File: src/rtl/hazard_sequencer_pkg.sv
// Shared pipeline package: hazard FSM encodings, sequencer defaults and
// control-unit opcode constants.
package hazard_sequencer_pkg;

  localparam int DEF_CNT_W    = 16;
  localparam int DEF_MAX_WAIT = 15;
  localparam int WAIT_W       = 4;

  typedef enum logic [1:0] {
    ST_RUN      = 2'b00,
    ST_LU_STALL = 2'b01,
    ST_MEM_WAIT = 2'b10,
    ST_FLUSH    = 2'b11
  } hz_state_e;

  // RV32I major opcodes used by the control unit.
  localparam logic [6:0] OPC_LOAD   = 7'b0000011;
  localparam logic [6:0] OPC_STORE  = 7'b0100011;
  localparam logic [6:0] OPC_BRANCH = 7'b1100011;
  localparam logic [6:0] OPC_JAL    = 7'b1101111;
  localparam logic [6:0] OPC_JALR   = 7'b1100111;
  localparam logic [6:0] OPC_OP     = 7'b0110011;
  localparam logic [6:0] OPC_OP_IMM = 7'b0010011;
  localparam logic [6:0] OPC_LUI    = 7'b0110111;
  localparam logic [6:0] OPC_AUIPC  = 7'b0010111;

  typedef struct packed {
    logic pc_hold;
    logic ifid_hold;
    logic ifid_flush;
    logic idex_hold;
    logic idex_flush;
    logic exmem_hold;
  } hz_ctrl_t;

  localparam hz_ctrl_t CTRL_NONE     = 6'b000000;
  localparam hz_ctrl_t CTRL_MEMSTALL = 6'b110101;
  localparam hz_ctrl_t CTRL_REDIRECT = 6'b001010;
  localparam hz_ctrl_t CTRL_BUBBLE   = 6'b110010;

  // x0 is never a real producer, so a load to x0 cannot create a hazard.
  function automatic logic is_load_use(
    input logic       ex_mem_read,
    input logic [4:0] ex_rd,
    input logic       use_rs1,
    input logic [4:0] rs1,
    input logic       use_rs2,
    input logic [4:0] rs2
  );
    return ex_mem_read && (ex_rd != 5'd0) &&
           ((use_rs1 && (rs1 == ex_rd)) || (use_rs2 && (rs2 == ex_rd)));
  endfunction

endpackage

File: src/rtl/hazard_sequencer_sat_counter.sv
// Saturating up-counter with synchronous clear; clear wins over increment.
module hazard_sat_counter #(
  parameter int W = 16
) (
  input  logic         clk,
  input  logic         rst_n,
  input  logic         clr,
  input  logic         inc,
  output logic [W-1:0] count
);

  always_ff @(posedge clk or negedge rst_n) begin
    if (!rst_n) begin
      count <= '0;
    end else if (clr) begin
      count <= '0;
    end else if (inc && (count != {W{1'b1}})) begin
      count <= count + W'(1);
    end
  end

endmodule

File: src/rtl/hazard_sequencer.sv
// Pipeline hazard sequencer: load-use bubbles, redirect flushes, memory-wait
// holds, with stall/flush performance counters and a sticky memory timeout.
module hazard_sequencer
  import hazard_sequencer_pkg::*;
#(
  parameter int CNT_W    = DEF_CNT_W,
  parameter int MAX_WAIT = DEF_MAX_WAIT
) (
  input  logic             clk,
  input  logic             rst_n,
  input  logic [4:0]       id_rs1,
  input  logic [4:0]       id_rs2,
  input  logic             id_use_rs1,
  input  logic             id_use_rs2,
  input  logic [4:0]       ex_rd,
  input  logic             ex_memRead,
  input  logic             ex_branch_taken,
  input  logic             ex_jump,
  input  logic             mem_req,
  input  logic             mem_ready,
  input  logic             clr_counts,
  output logic             pc_hold,
  output logic             ifid_hold,
  output logic             ifid_flush,
  output logic             idex_hold,
  output logic             idex_flush,
  output logic             exmem_hold,
  output logic [1:0]       state,
  output logic [CNT_W-1:0] stall_count,
  output logic [CNT_W-1:0] flush_count,
  output logic             mem_timeout
);

  localparam logic [WAIT_W-1:0] WAIT_LIMIT = WAIT_W'(MAX_WAIT);

  hz_state_e         state_q;
  hz_state_e         state_d;
  hz_ctrl_t          ctrl;
  logic              loaduse;
  logic              redirect;
  logic              memstall;
  logic              mem_waiting;
  logic [WAIT_W-1:0] wait_cnt;

  assign loaduse  = is_load_use(ex_memRead, ex_rd, id_use_rs1, id_rs1,
                                id_use_rs2, id_rs2);
  assign redirect = ex_branch_taken | ex_jump;
  assign memstall = mem_req & ~mem_ready;

  assign mem_waiting = (state_q == ST_MEM_WAIT) && !mem_ready;

  // Shared priority: memstall > redirect > loaduse. In LU_STALL the EX stage
  // holds the bubble we just inserted, so its load-use match is stale.
  always_comb begin
    ctrl    = CTRL_NONE;
    state_d = ST_RUN;
    case (state_q)
      ST_MEM_WAIT: begin
        if (!mem_ready) begin
          ctrl    = CTRL_MEMSTALL;
          state_d = ST_MEM_WAIT;
        end else if (redirect) begin
          ctrl    = CTRL_REDIRECT;
          state_d = ST_FLUSH;
        end else if (loaduse) begin
          ctrl    = CTRL_BUBBLE;
          state_d = ST_LU_STALL;
        end
      end
      ST_LU_STALL: begin
        if (memstall) begin
          ctrl    = CTRL_MEMSTALL;
          state_d = ST_MEM_WAIT;
        end else if (redirect) begin
          ctrl    = CTRL_REDIRECT;
          state_d = ST_FLUSH;
        end
      end
      default: begin
        if (memstall) begin
          ctrl    = CTRL_MEMSTALL;
          state_d = ST_MEM_WAIT;
        end else if (redirect) begin
          ctrl    = CTRL_REDIRECT;
          state_d = ST_FLUSH;
        end else if (loaduse) begin
          ctrl    = CTRL_BUBBLE;
          state_d = ST_LU_STALL;
        end
      end
    endcase
    if (!rst_n) begin
      ctrl = CTRL_NONE;
    end
  end

  assign pc_hold    = ctrl.pc_hold;
  assign ifid_hold  = ctrl.ifid_hold;
  assign ifid_flush = ctrl.ifid_flush;
  assign idex_hold  = ctrl.idex_hold;
  assign idex_flush = ctrl.idex_flush;
  assign exmem_hold = ctrl.exmem_hold;
  assign state      = state_q;

  always_ff @(posedge clk or negedge rst_n) begin
    if (!rst_n) begin
      state_q <= ST_RUN;
    end else begin
      state_q <= state_d;
    end
  end

  // The wait counter parks at the limit; another stalled cycle from there
  // means the limit has been exceeded and the timeout latches.
  always_ff @(posedge clk or negedge rst_n) begin
    if (!rst_n) begin
      wait_cnt    <= '0;
      mem_timeout <= 1'b0;
    end else begin
      if (!mem_waiting) begin
        wait_cnt <= '0;
      end else if (wait_cnt != WAIT_LIMIT) begin
        wait_cnt <= wait_cnt + WAIT_W'(1);
      end
      if (clr_counts) begin
        mem_timeout <= 1'b0;
      end else if (mem_waiting && (wait_cnt == WAIT_LIMIT)) begin
        mem_timeout <= 1'b1;
      end
    end
  end

  hazard_sat_counter #(.W(CNT_W)) u_stall_cnt (
    .clk   (clk),
    .rst_n (rst_n),
    .clr   (clr_counts),
    .inc   (ctrl.pc_hold),
    .count (stall_count)
  );

  hazard_sat_counter #(.W(CNT_W)) u_flush_cnt (
    .clk   (clk),
    .rst_n (rst_n),
    .clr   (clr_counts),
    .inc   (ctrl.ifid_flush),
    .count (flush_count)
  );

endmodule

File: config.mk
export PLATFORM = sky130hd
export DESIGN_NAME = hazard_sequencer
export DESIGN_NICKNAME = d
export VERILOG_FILES = /design/src/rtl/hazard_sequencer_pkg.sv /design/src/rtl/hazard_sequencer_sat_counter.sv /design/src/rtl/hazard_sequencer.sv
export SDC_FILE = /design/constraint.sdc
export NUM_CORES = 1
export LEC_CHECK = 0
export CORE_ASPECT_RATIO = 0.9
export CORE_MARGIN = 1
export CORE_UTILIZATION = 49
export CTS_CLUSTER_SIZE = 40
export DETAILED_ROUTE_END_ITERATION = 8
export PLACE_DENSITY = 0.81
export SLEW_MARGIN = 5
export SYNTH_ARGS = -nofsm -noshare
export SYNTH_HDL_FRONTEND = slang
export SYNTH_SLANG_ARGS = --single-unit
File: constraint.sdc
create_clock -name clk -period 3 [get_ports clk]
set_input_delay 0.6 -clock clk [delete_from_list [all_inputs] [get_ports clk]]
set_output_delay 0.6 -clock clk [all_outputs]
set_load 0.02 [all_outputs]
==> results.cfg <==
[outcome]
status = finished clean

[final_layout]
fin_area_um2 = 3277
drive_gt1_share_pct = 14.42
num_antenna_cells = 0
synthToLayoutAreaGrowth_pct = 32.81
fin_cells = 384
nets = 348

[yosys]
netlist.area_leader.share_pct = 39.55
synth_top_family_by_area = simple AND/OR/NAND/NOR gates
synthTopCellsByArea = dfrtp_1 40%, nor2_1 4.7%, xnor2_1 4.6%
yosys_register_bits = 39
yosysMostFrequentCell = dfrtp_1
syn_area_um2 = 2467
synth_cell_type_count = 49
netlist_instances = 250
muxShareOfSynthArea_pct = 3.854
synthAdderAreaFrac_pct = 2.535
synth_area_leader_cell = dfrtp_1
synth_top_flop_cell = dfrtp_1
synthArstFlopShare_pct = 100.0
yosysWarningCount = 0
synth_compound_area_share_pct = 13.44
yosysSeqAreaShare_pct = 39.55
synth_simple_gate_area_share_pct = 26.88
synth_edf_count = 0
syn-num-nets = 280
synth_xor_area_share_pct = 9.229
synth.avg_cell_area_um2 = 9.869
synth_common_cells = 39 x dfrtp_1, 31 x nor2_1, 16 x nand2_1, 14 x nand3_1

[routing]
met2WireLength_um = 2628
num_vias = 2134
drtIter0Drc = 93
top_layer_used = met4
firstDrtPassIters = 4
wl_met3_um = 213
antenna_left = 0
wire_per_inst_um = 14.74
m1WireLength_um = 2739
drc_errors = 0
routed_wl_um = 5661
viasPerCell = 5.557

[worst_setup_path]
cpPeakStageDelay_ns = 0.53
critical-path-top-delay-family = buffers and inverters
path_max_fanout = 3
cp_slowest_cell = clkdlybuf4s50_1
path_buf_inv = 2
required_ns = 2.40
start_kind = primary input
crit_chain = clkdlybuf4s50_1 -> xnor2_1 -> nand4_1 -> o22ai_2 -> nand3_1 -> a21oi_2 -> and2_1 -> clkdlybuf4s15_2
crit_cells = 8
critical_path_class = in -> out
crit_path_end_kind = output pin
reg2regPathDepth = 8
cp.arrival_ns = 2.30

[power_and_ir_drop]
p_leak_nw = 1.347
p_per_area_nw_per_um2 = 486.8
ir_drop_mv = 0.3005

[clocking]
htreeDepth = 2
cts_hold_buf = 0
cts_sinks = 39
tritoncts = done
post_cts_buffers = 0
clkTransAtPathRegs_ns = 0.08
numCtsBuffers = 5
cts.path.max_buffers = 2
clockRootBuffer = clkbuf_8
clkLatencyLatePin_ns = 0.30

[timing]
finalCriticalPeriod_ns = 2.897
drv_slew = 0
holdWs_ns = 0.1471
post-route-period-util_pct = 96.56
setup_violations = 0
hold_viol = 0
tightest_slew_ns = 0.7338
slew_headroom_pct = 51.08
worst_clock_skew_ns = 0.005960
layout_setup_ws_ns = 0.1033
grt_setup_unrepaired = false
fmax_ghz = 0.3452

[floorplan]
die_w_um = 76.80
core_um2 = 4835
initial_core_util_pct = 51.04
rows = 24
io_pins = 66
die_area_um2 = 5324
dieHeight_um = 69.32

[global_route]
grt_pass1_vias = 1932
antenna_found_initial = 0
grt_pass1_wl_um = 9349
gr-total-overflow = 0
grt_max_degree = 28
grt_usage_pct = 22.09

[place]
pre_cts_ws_ns = -0.2916
placed_cells = 376
place_area_um2 = 3173
gp_congestion = 0.8379
io_buffers = 65
dpl.hpwl_um = 3993

[min_path]
hold_path.class = in -> async

[job]
maxCapViolCount = 0
[area by class of cell]
type                    instances  area (um^2)
clock buffers                   7        76.32
fillers                       373         1558
flip-flops and latches         39        975.9
well taps                      65        81.33
repair buffers                 74        728.2
multi-input cells             192         1388
clock inverters                 1        5.005
inverters                       6        22.52
[per-layer routing]
| layer | vias to the layer above | GRT usage [%] |
|---|---|---|
| met2 | 54 | 34.62 |
| li1 | 1044 | - |
| met3 | 9 | 4.474 |
| met4 | 0 | 7.265 |
| met5 | - | 0 |
| met1 | 1027 | 30.50 |
[cell families (layout without fill, tap and decap cells)]
group / Yosys count / after routing
flops: 39 / 39
buf+inv: 19 / 88
mux: 7 / 7
fa+ha+maj: 5 / 5
simple gates: 112 / 112
compound gates: 42 / 42
xor+xnor: 26 / 26
[through the flow]
step	TNS (ns)	total power, W	util, %
final	0	0.001595	67.78
after global routing	0	0.001676	67.78
after CTS	0	0.001592	67.44
after detailed placement	-0.8020	0.001238	65.63
after global placement	-0.7657	0.001222	65.63
after floorplan	0	0.001043	-
[placed cells by master (no fill, tap or decap), types with 2 or more instances in the layout]
master	n
clkdlybuf4s50_1	55
dfrtp_1	39
nor2_1	31
nand2_1	16
nand3_1	14
xnor2_1	13
xor2_1	13
a21oi_1	11
o41ai_1	9
buf_4	9
nand4_1	7
inv_1	6
o21ai_0	6
and3_1	6
or4b_2	6
nor2b_1	5
mux2_4	5
ha_1	5
clkbuf_8	5
dlymetal6s2s_1	5
and4_1	4
nor4_2	4
a21oi_2	3
and2_1	3
or4b_1	3
clkdlybuf4s15_2	3
or4_1	2
o21a_1	2
nand3b_1	2
nor3_1	2
mux2i_1	2
o31ai_1	2
clkbuf_1	2
[worst paths after layout]
kind / start / end / slack, ns
min: rst_n / mem_timeout / 0.15
min in group clk: mem_timeout / mem_timeout / 0.52
max: ex_rd[4] / idex_flush / 0.10
min reg2reg: mem_timeout / mem_timeout / 0.52
max in group asynchronous: rst_n / u_flush_cnt.count[8] / 2.39
max reg2reg: state[0] / u_stall_cnt.count[8] / 0.60
[registers in the layout, indices dropped and copies added, names as in the netlist]
name / count
wait_cnt: 4
u_stall_cnt.count: 16
u_flush_cnt.count: 16
mem_timeout: 1
state: 2
[report_power, final]
| part | internal, W | switching (W) |
|---|---|---|
| sequential | 0.000556 | 0.0000329 |
| combinational | 0.000271 | 0.000383 |
| clock | 0.000163 | 0.000190 |
| total | 0.000990 | 0.000605 |
[repair_timing]
action | in CTS | in global routing
gates resized for setup | 11 | 6
endpoints found under the hold margin | 0 | 0
setup endpoints to repair | 5 | 5
pin swaps | 0 | 1
Note: power is estimated with default switching activity, not from simulation.
==> edit (same flow settings) <==
`DEF_CNT_W`: 16 -> 12.
--- a/src/rtl/hazard_sequencer_pkg.sv
+++ b/src/rtl/hazard_sequencer_pkg.sv
@@ -4,3 +4,3 @@
 
-  localparam int DEF_CNT_W    = 16;
+  localparam int DEF_CNT_W    = 12;
   localparam int DEF_MAX_WAIT = 15;
Interface: changed (resized flush_count and stall_count); port bits go from 66 to 58. No check against the original RTL was run, so the function may have changed too.
==> edit against the unedited design <==
- setup slack lost 0.024 ns
- power fell by 19%
- cell count shrank 15%
- sequential cell count down 8
- first-iteration DRC count up 7.5%
- design area shrank 18%
- via count is 17% lower
- wire length fell by 20%
- area after synthesis down 25%
- fmax down 0.81%
- critical path depth did not move
==> edit: results (changes against the unedited design) <==
Synth cell types=38 (-22%); Signal buffers=75 (+1.4%); status=complete, no violations; Non-clk invs=8 (+2); clock skew=0.00479 ns (-0.00117 ns); Total Power=0.00129 W (-19%); post-DR wirelength/cell=13.9 um (-5.6%); #MultiIn Comb=159 (-17%); FF/Latch Area=776 um2 (-21%); Multi-input gate area=0.00102 mm2 (-27%); worst hold path class=reg -> reg; Worst-path clk slew=0.06 ns (-0.02 ns); Via-to-Cell Ratio=5.42 (-2.4%); area delta synth->final=43.8%; worst vdd ir=0.358 mV (+19%); Comb. pwr=0.000501 W (-23%); GRT Overall Usage=0.228 (+0.00750); adder and majority gate portion of the synthesized area=0.0336 (+0.00825); Slew Limit Headroom=0.520 (+0.00955); DP HPWL=3220 um (-19%); M3 GR Usage=0.0451 (+0.000376); Setup Slack @ Placement=-0.601 ns (-0.309 ns); clock group power=0.000309 W (-12%); largest net degree at the start of global routing=32 (+14%); drt first-iter violations=100 (+7.5%); NonClk Buf Share=0.266 (+0.0438); placed instance count=315 (-16%); R2R cell count=9 (+1); CTS sink cnt=31 (-21%); Critical Path AT=2.32 ns (+0.02 ns); top cells by count, synth=dfrtp_1 (31), nor2_1 (26), nand3_1 (15); cts repair resizes=17 (+6); CP peak stage delay=0.30 ns (-0.23 ns); Routed met1 length=1960 um (-28%); M2 GR Usage=0.377 (+0.0304); Post-Synth XOR/XNOR Area=0.108 (+0.0159)
## edit: cell types whose count changed in the layout (fill, tap and decap cells not counted), moves of 6 or more
cell,before,now
buf_4,9,19
dfrtp_1,39,31
or4b_2,6,0
clkdlybuf4s50_1,55,39
o41ai_1,9,0
## edit: path summary, 6_finish.rpt
path                              from                     to  slack, ns
min reg2reg                mem_timeout            mem_timeout       0.57
max in group asynchronous        rst_n  u_stall_cnt.count[11]       1.96
max                           ex_rd[4]             idex_flush       0.08
max reg2reg                   state[0]   u_stall_cnt.count[7]       0.60
min in group asynchronous        rst_n   u_flush_cnt.count[7]       0.77
min                        mem_timeout            mem_timeout       0.57
## edit: worst register-to-register path: cells and delay by family (launching register included)
family,cells,cell delay (ns)
AO/OA/AOI/OAI,3,0.74
AND/OR/NAND/NOR,3,0.57
adder cells (fa/ha/maj),1,0.38
flip-flops,1,0.37
buffers and inverters,2,0.25
